[config.mk]
export PLATFORM = sky130hd
export DESIGN_NAME = rmii_recv
export DESIGN_NICKNAME = d
export VERILOG_FILES = /design/src/rtl/rmii_recv.sv
export SDC_FILE = /design/constraint.sdc
export NUM_CORES = 1
export LEC_CHECK = 0
export CORE_MARGIN = 5
export CORE_UTILIZATION = 50
export DETAILED_ROUTE_END_ITERATION = 8
export HOLD_SLACK_MARGIN = 0.1
export PLACE_DENSITY = 0.74
export REMOVE_ABC_BUFFERS = 1
export SYNTH_ARGS = -nofsm -noshare
export SYNTH_HDL_FRONTEND = slang
export SYNTH_SLANG_ARGS = --single-unit
[constraint.sdc]
create_clock -name PHY_CLK50 -period 1.94 [get_ports PHY_CLK50]
set_input_delay 0.388 -clock PHY_CLK50 [delete_from_list [all_inputs] [get_ports PHY_CLK50]]
set_output_delay 0.388 -clock PHY_CLK50 [all_outputs]
set_load 0.02 [all_outputs]
[src/rtl/rmii_recv.sv]
// RMII receive path: preamble/SFD detection, LSB-first dibble-to-byte assembly, frame status at eof.
// Bytes appear 2 cycles after the 4th dibble is sampled; no backpressure, the MAC must accept every pulse.
module rmii_recv #(
    parameter int MIN_PREAMBLE = 8,
    parameter int MAX_BYTES    = 1522,
    parameter int CNT_W        = 11
) (
    input  logic             PHY_CLK50,
    input  logic             reset,
    input  logic [1:0]       PHY_RX,
    input  logic             PHY_CRS_DV,
    input  logic             PHY_RX_ER,
    output logic [7:0]       data,
    output logic             data_valid,
    output logic             sof,
    output logic             eof,
    output logic             err,
    output logic [CNT_W-1:0] byte_count,
    output logic             active
);

    localparam int PW = $clog2(MIN_PREAMBLE + 1);
    localparam logic [PW-1:0]    PRE_MIN = PW'(MIN_PREAMBLE);
    localparam logic [CNT_W-1:0] CNT_MAX = CNT_W'(MAX_BYTES);

    typedef enum logic [2:0] {
        S_IDLE,
        S_PREAMBLE,
        S_DATA,
        S_OVERSIZE,
        S_END,
        S_DROP
    } state_t;

    state_t           r_state;
    logic [1:0]       r_rx;
    logic             r_crs;
    logic             r_crs_prev;
    logic             r_er;
    logic [PW-1:0]    r_pre_cnt;
    logic [1:0]       r_pend;
    logic             r_pend_vld;
    logic [7:0]       r_shift;
    logic [1:0]       r_phase;
    logic [CNT_W-1:0] r_count;
    logic             r_err_sticky;
    logic             w_carrier_end;
    logic [7:0]       w_next_byte;

    // Input registers run freely so carrier tracking stays correct across a mid-frame reset.
    always_ff @(posedge PHY_CLK50) begin
        r_rx       <= PHY_RX;
        r_crs      <= PHY_CRS_DV;
        r_er       <= PHY_RX_ER;
        r_crs_prev <= r_crs;
    end

    assign w_carrier_end = !r_crs && !r_crs_prev;
    assign w_next_byte   = {r_pend, r_shift[7:2]};

    always_ff @(posedge PHY_CLK50) begin
        if (reset) begin
            r_state      <= S_DROP;
            r_pre_cnt    <= '0;
            r_pend       <= '0;
            r_pend_vld   <= 1'b0;
            r_shift      <= '0;
            r_phase      <= '0;
            r_count      <= '0;
            r_err_sticky <= 1'b0;
            data         <= '0;
            data_valid   <= 1'b0;
            sof          <= 1'b0;
            eof          <= 1'b0;
            err          <= 1'b0;
            byte_count   <= '0;
            active       <= 1'b0;
        end else begin
            data_valid <= 1'b0;
            sof        <= 1'b0;
            eof        <= 1'b0;
            case (r_state)
                S_IDLE: begin
                    if (r_crs) begin
                        r_state   <= S_PREAMBLE;
                        r_pre_cnt <= '0;
                    end
                end
                S_PREAMBLE: begin
                    if (w_carrier_end) begin
                        r_state <= S_IDLE;
                    end else if (r_crs) begin
                        case (r_rx)
                            2'b01: begin
                                if (r_pre_cnt != PRE_MIN)
                                    r_pre_cnt <= r_pre_cnt + 1'b1;
                            end
                            2'b11: begin
                                if (r_pre_cnt >= PRE_MIN) begin
                                    r_state      <= S_DATA;
                                    active       <= 1'b1;
                                    r_phase      <= '0;
                                    r_count      <= '0;
                                    r_err_sticky <= 1'b0;
                                    r_pend_vld   <= 1'b0;
                                end else begin
                                    r_state <= S_DROP;
                                end
                            end
                            2'b10:   r_state <= S_DROP;
                            default: ;
                        endcase
                    end
                end
                S_DATA: begin
                    if (r_er)
                        r_err_sticky <= 1'b1;
                    if (w_carrier_end) begin
                        // The held dibble and the current one both came with CRS_DV=0: discard them.
                        r_state    <= S_END;
                        eof        <= 1'b1;
                        byte_count <= r_count;
                        err        <= r_err_sticky | r_er | (r_phase != 2'd0) | (r_count == '0);
                    end else begin
                        r_pend     <= r_rx;
                        r_pend_vld <= 1'b1;
                        if (r_pend_vld) begin
                            r_shift <= w_next_byte;
                            r_phase <= r_phase + 2'd1;
                            if (r_phase == 2'd3) begin
                                if (r_count == CNT_MAX) begin
                                    r_err_sticky <= 1'b1;
                                    r_state      <= S_OVERSIZE;
                                end else begin
                                    data       <= w_next_byte;
                                    data_valid <= 1'b1;
                                    sof        <= (r_count == '0);
                                    r_count    <= r_count + 1'b1;
                                end
                            end
                        end
                    end
                end
                S_OVERSIZE: begin
                    if (w_carrier_end) begin
                        r_state    <= S_END;
                        eof        <= 1'b1;
                        byte_count <= r_count;
                        err        <= 1'b1;
                    end
                end
                S_END: begin
                    active  <= 1'b0;
                    r_state <= S_IDLE;
                end
                S_DROP: begin
                    if (w_carrier_end)
                        r_state <= S_IDLE;
                end
                default: r_state <= S_DROP;
            endcase
        end
    end

endmodule
==> flow_summary_export.csv, run 1 <==
group,metric,value,unit
timing,rsz0062_at_grt,"yes",
routing,drt_first_iter_violations,151,
die,io_pins,30,
logic_synthesis,synth_top_area_share,42.0,%
die,chipWidth,85.0,um
routing,wirelength,6.02,mm
clocking,htreeDepth,3,
final_layout,layout.nets,366,
timing,hold_viol,0,
worst_setup_path,worstSetupPathType,"flip-flop to flip-flop",
clocking,clk_path_buf_depth,2,
run_status,status,"finished clean",
global_routing,grt_usage,17.6,%
power,cellLeakagePower,1.19,nW
worst_setup_path,rrSetupSlack,0.13,ns
logic_synthesis,synth_area_leaders,"dfxtp_1 42%, nand2_1 5.7%, a21oi_1 5.5%",
logic_synthesis,synth-async-reset-ratio,0,%
logic_synthesis,syn_area,2810,um^2
global_routing,grt_max_degree,43,
placement,place_ws,0.124,ns
routing,ant_nets,0,
worst_setup_path,worst_setup_path_start_kind,"flip-flop",
die,fp-row-count,27,
worst_setup_path,worst-r2r-cell-count,6,
power,vdd_drop_max,0.546,mV
routing,vias,2366,
logic_synthesis,yosysWarnings,0,
worst_setup_path,slowest_delay,0.51,ns
placement,gp_congestion,0.861,
global_routing,grt_pass1_vias,2224,
power,p_per_area,777,nW/um^2
worst_setup_path,critPathRequiredTime,2.21,ns
timing,finalCriticalPeriod,1.81,ns
clocking,cts.clk_slew.worst_paths,0.07,ns
global_routing,antenna_found_initial,0,
placement,dpl-instance-area,3210,um^2
worst_setup_path,worst-path-stages,6,
hold_path,min_from,"byte_count[1]$_SDFFE_PP0P_",
timing,slew_headroom,65.7,%
die,initial_core_util,51.3,%
final_layout,utilization,63.0,%
final_layout,drive_above_1_share,12.0,%
die,core_area,5470,um^2
logic_synthesis,synth_most_common_cell,"dfxtp_1",
final_layout,diodes,0,
global_routing,grt-ovfl-total,0,
logic_synthesis,synth_cells,320,
worst_setup_path,reg2reg_from,"r_count[0]$_SDFFE_PP0P_",
clocking,numCtsBuffers,9,
timing,finalCritPeriodShare,93.1,%
worst_setup_path,worst_r2r_endpoint,"r_count[6]$_SDFFE_PP0P_",
worst_setup_path,slowest_stage,"o31a_2",
final_layout,fin_area,3450,um^2
worst_setup_path,cp_max_fo,11,
routing,drc,0,
final_layout,area_growth,22.7,%
logic_synthesis,yosysTopAreaCell,"dfxtp_1",
logic_synthesis,synth_commonest_cells,"59 x dfxtp_1, 43 x nand2_1, 31 x a21oi_1, 19 x nand3_1, 15 x mux2i_1",
worst_setup_path,cp.buffers_inverters,1,
clocking,cts_tree,"done",
hold_path,min_path_cells,2,
logic_synthesis,yosysSeqAreaShare,42.0,%
die,die-area,7220,um^2
logic_synthesis,syn_area_per_cell,8.78,um^2
routing,routedWlPerCell,14.0,um
clocking,clkLatencyLatePin,0.34,ns
timing,worst_pin_slew,0.513,ns
clocking,cts-root-buf,"clkbuf_8",
routing,drtPass1Iterations,4,
clocking,clock-sinks,59,
timing,max_freq,0.553,GHz
clocking,cts_hold_buffers,0,
timing,slew_violations,0,
logic_synthesis,synth_edf_count,0,
worst_setup_path,crit_arrival,2.08,ns
timing,setup-violations-final,0,
worst_setup_path,cpLargestDelayFamily,"compound AO/OA/AOI/OAI gates",
run,cap_viol_max_count,0,
global_routing,grt_first_pass_wirelength,10.3,mm
timing,worst_slack,0.133,ns
routing,via_per_inst,5.50,
die,die_y,85.0,um
hold_path,hold_end,"byte_count[1]$_SDFFE_PP0P_",
logic_synthesis,synth_cell_types,62,
hold_path,min_path_type,"flip-flop to flip-flop",
timing,fin_worst_skew,0.00734,ns
placement,portBuffers,29,
placement,hpwlAfterDp,4.26,mm
worst_setup_path,end_kind,"flip-flop",
logic_synthesis,synth-seq-cells,59,
worst_setup_path,crit_chain,"inv_1 -> ha_1 -> nand4_1 -> o31a_2 -> o211ai_1 -> mux2i_1",
logic_synthesis,synth_ff_type,"dfxtp_1",
worst register-to-register path: stages (launching register included):
cell      delay (ns)
dfxtp_1         0.31
inv_1           0.09
ha_1            0.17
nand4_1         0.24
o31a_2          0.51
o211ai_1        0.23
mux2i_1         0.19
cell families (layout without fill, tap and decap cells):
group	count (synthesis)	after routing	share of synthesized area, %
adder cells (fa/ha/maj)	7	7	3.12
flip-flops	59	59	42.0
AND/OR/NAND/NOR	121	121	23.2
buffers and inverters	34	72	6.06
XOR/XNOR	1	1	0.312
AO/OA/AOI/OAI	83	83	20.0
multiplexers	15	15	5.35
power by group:
group	internal (mW)	leakage, nW	switching (mW)
Sequential	1.22	0.477	0.0210
Clock	0.791	0.113	0.482
Combinational	0.0714	0.597	0.0876
Total	2.09	1.19	0.590
through the flow:
| step | total power [mW] | hold WS, ns | std cells | setup TNS (ns) |
|---|---|---|---|---|
| 4_1_cts | 2.70 | 0.456 | 430 | 0 |
| 6_report | 2.68 | 0.452 | 430 | 0 |
| 3_5_place_dp | 1.42 | 0.447 | 414 | 0 |
| 2_1_floorplan | 1.35 | 0.416 | 296 | -0.0845 |
| 3_3_place_gp | 1.42 | 0.438 | 414 | 0 |
| 5_1_grt | 2.78 | 0.475 | 430 | -0.00291 |
cell type report:
cell class | instances | area [um^2]
Clock buffer | 12 | 155
Clock inverter | 4 | 72.6
Fill cell | 495 | 2030
Inverter | 10 | 37.5
Multi-Input combinational cell | 227 | 1470
Sequential cell | 59 | 1180
Tap cell | 72 | 90.1
Timing Repair Buffer | 46 | 443
routing by layer:
metal,part of all wire [%],vias to the layer above,GRT usage [%]
met5,0,-,0
met4,1.8,0,8.92
met3,4.1,9,4.17
met2,48,50,27.6
met1,47,1087,22.5
li1,-,1220,-
how the worst max path moves through the flow:
stage	from	endpoint	slack, ns
detailed placement	r_count[0]$_SDFFE_PP0P_	r_count[2]$_SDFFE_PP0P_	0.12
floorplan	r_state[1]$_SDFFE_PP0P_	r_state[0]$_SDFFE_PP1P_	-0.04
CTS	r_count[0]$_SDFFE_PP0P_	r_count[8]$_SDFFE_PP0P_	0.02
global placement	r_state[0]$_SDFFE_PP1P_	r_count[2]$_SDFFE_PP0P_	0.14
finish	r_count[0]$_SDFFE_PP0P_	r_count[6]$_SDFFE_PP0P_	0.13
global route	r_count[0]$_SDFFE_PP0P_	r_count[6]$_SDFFE_PP0P_	-0.003
what timing repair did:
action | 4_1_cts | 5_1_grt
setup endpoints to repair | 0 | 5
buffers inserted | 0 | 0
gates resized for setup | 0 | 3
hold endpoints to repair | 0 | 0
cell usage in the layout, fill, tap and decap left out, types with 3 or more instances in the layout:
cell type and n:
a21oi_1 31, nand3_1 19, o31ai_1 12, clkdlybuf4s50_1 29, nand4_1 5, clkbuf_8 11, inv_1 10, dfxtp_1 59
nor2_1 14, buf_4 15, a211oi_1 5, ha_1 7, nand2_1 43, nand2b_1 12, o21ai_0 8, mux2i_1 15
nor3_1 3
registers in the layout, indices dropped and copies added (netlist names):
signal,cells
active,1
byte_count,11
data,8
data_valid,1
eof,1
err,1
r_count,11
r_crs,1
r_crs_prev,1
r_er,1
r_err_sticky,1
r_pend,2
r_pend_vld,1
r_phase,2
r_pre_cnt,4
r_rx,2
r_shift,6
r_state,3
sof,1
(Power assumes the default switching activity.)
==> run 2, diff against run 1 <==
Settings changed: RECOVER_POWER from default to 50, TNS_END_PERCENT from default to 1.
==> run 2 against run 1 <==
Sequential share of layout area grew 0.18 points. Sequential cell count did not move. Global-route usage did not move. Hold slack worse by 0.0023 ns. Combinational power down 4%. Core utilization decreased by 0.32 points. Largest cell class unchanged.
==> flow_summary_export.csv, run 2 (synthesis results as in run 1) <==
group,metric,value,unit
routing,vias,2354,
routing,wl_met3,227,um
worst_setup_path,worst-path-stages,6,
die,core_area,5470,um^2
final_layout,utilization,62.6,%
worst_setup_path,worstSetupPathType,"flip-flop to flip-flop",
die,chipWidth,85.0,um
clocking,clkLatencyLatePin,0.34,ns
worst_setup_path,slowest_delay,0.52,ns
run_status,status,"finished clean",
power,finalPower,2.67,mW
hold_path,min_path_type,"flip-flop to flip-flop",
routing,wirelength,6.00,mm
final_layout,layout.cells.most_common,"dfxtp_1",
timing,finalCriticalPeriod,1.81,ns
final_layout,area_growth,22.0,%
global_routing,antenna_found_initial,0,
global_routing,grt_first_pass_wirelength,10.3,mm
routing,via_per_inst,5.47,
timing,setup-violations-final,0,
clocking,numCtsBuffers,9,
timing,finalCritPeriodShare,93.1,%
worst_setup_path,cp.buffers_inverters,1,
timing,fin_worst_skew,0.00780,ns
worst_setup_path,cp_max_fo,11,
hold_path,min_path_cells,2,
placement,gp_congestion,0.861,
final_layout,reg_top3,"byte_count x11, r_count x11, data x8",
worst_setup_path,worst_setup_path_start_kind,"flip-flop",
timing,rsz0062_at_grt,"yes",
routing,met1_length,2.83,mm
final_layout,fillers,504,
power,vdd_drop_max,0.544,mV
timing,hold_viol,0,
final_layout,diodes,0,
final_layout,drive_above_1_share,10.9,%
placement,portBuffers,29,
routing,ant_nets,0,
die,io_pins,30,
final_layout,layout.nets,366,
worst_setup_path,slowest_stage,"o31a_2",
clocking,clock-sinks,59,
worst_setup_path,crit_chain,"inv_1 -> ha_1 -> nand4_1 -> o31a_2 -> o211ai_1 -> mux2i_1",
routing,drt_first_iter_violations,158,
clocking,clk_path_buf_depth,2,
worst_setup_path,critPathRequiredTime,2.21,ns
routing,dr.max_layer_used,"met4",
die,die_y,85.0,um
worst_setup_path,rrSetupSlack,0.13,ns
routing,drtPass1Iterations,4,
final_layout,final_cell_mix,"59 x dfxtp_1, 43 x nand2_1, 31 x a21oi_1, 19 x nand3_1, 17 x dlygate4sd3_1",
timing,worst_pin_slew,0.478,ns
die,fp-row-count,27,
worst_setup_path,crit_arrival,2.08,ns
power,cellLeakagePower,1.22,nW
timing,fin_hold_ws,0.449,ns
global_routing,grt_usage,17.6,%
final_layout,stdcell_count,430,
timing,slew_headroom,67.3,%
hold_path,hold_end,"byte_count[1]$_SDFFE_PP0P_",
placement,dp.cells,414,
timing,setup_tns,0,ns
global_routing,grt-ovfl-total,0,
clocking,cts_tree,"done",
die,initial_core_util,51.3,%
global_routing,grt_max_degree,43,
worst_setup_path,worst_r2r_endpoint,"r_count[6]$_SDFFE_PP0P_",
clocking,cts-root-buf,"clkbuf_8",
routing,wl_met2,2.84,mm
run,cap_viol_max_count,0,
worst_setup_path,worst-r2r-cell-count,6,
global_routing,grt_pass1_vias,2224,
routing,routedWlPerCell,14.0,um
power,p_per_area,779,nW/um^2
worst_setup_path,cpLargestDelayFamily,"compound AO/OA/AOI/OAI gates",
placement,hpwlAfterDp,4.26,mm
timing,max_freq,0.553,GHz
clocking,htreeDepth,3,
worst_setup_path,end_kind,"flip-flop",
routing,drc,0,
die,die-area,7220,um^2
worst_setup_path,reg2reg_from,"r_count[0]$_SDFFE_PP0P_",
clocking,cts_setup_buffers,0,
hold_path,min_from,"byte_count[1]$_SDFFE_PP0P_",
timing,slew_violations,0,
clocking,cts.clk_slew.worst_paths,0.06,ns
-- run 2: area by class of cell --
type | count | area, um^2 | area share, %
Clock buffer | 12 | 155 | 4.53
Clock inverter | 4 | 72.6 | 2.12
Inverter | 10 | 37.5 | 1.09
Multi-Input combinational cell | 227 | 1470 | 42.8
Sequential cell | 59 | 1180 | 34.5
Tap cell | 72 | 90.1 | 2.63
Timing Repair Buffer | 46 | 425 | 12.4
-- run 2: worst max-delay path by stage --
stage / endpoint / start
floorplan: r_state[0]$_SDFFE_PP1P_ / r_state[1]$_SDFFE_PP0P_
global placement: r_count[2]$_SDFFE_PP0P_ / r_state[0]$_SDFFE_PP1P_
global route: r_count[6]$_SDFFE_PP0P_ / r_count[0]$_SDFFE_PP0P_
detailed placement: r_count[2]$_SDFFE_PP0P_ / r_count[0]$_SDFFE_PP0P_
finish: r_count[6]$_SDFFE_PP0P_ / r_count[0]$_SDFFE_PP0P_
CTS: r_count[8]$_SDFFE_PP0P_ / r_count[0]$_SDFFE_PP0P_
-- run 2: tightest hold or removal path: cells and delay by family (launching register included) --
family           cells  cell delay, ns
AO/OA/AOI/OAI        1            0.05
flip-flops           1            0.30
AND/OR/NAND/NOR      1            0.05
-- run 2: repair_timing --
action / in CTS / in global routing
gates resized for setup: 0 / 3
endpoints found under the setup margin: 0 / 5
hold buffers: 0 / 0
-- run 2: power by group --
part | switching (mW) | total, mW | internal, mW
sequential | 0.0209 | 1.24 | 1.22
combinational | 0.0874 | 0.152 | 0.0649
clock | 0.484 | 1.28 | 0.791
total | 0.592 | 2.67 | 2.08
-- run 2: metal layers --
metal,vias up,global-route usage (%)
met2,48,27.6
met1,1077,22.5
met5,-,0
met4,0,8.92
met3,9,4.17
li1,1220,-
-- run 2: per-stage QoR --
step / cell area (um^2) / worst slack [ns]
after detailed placement: 3210 / 0.124
after CTS: 3440 / 0.0230
final: 3430 / 0.133
after global routing: 3430 / -0.00291
after global placement: 3210 / 0.140
after floorplan: 2680 / -0.0418
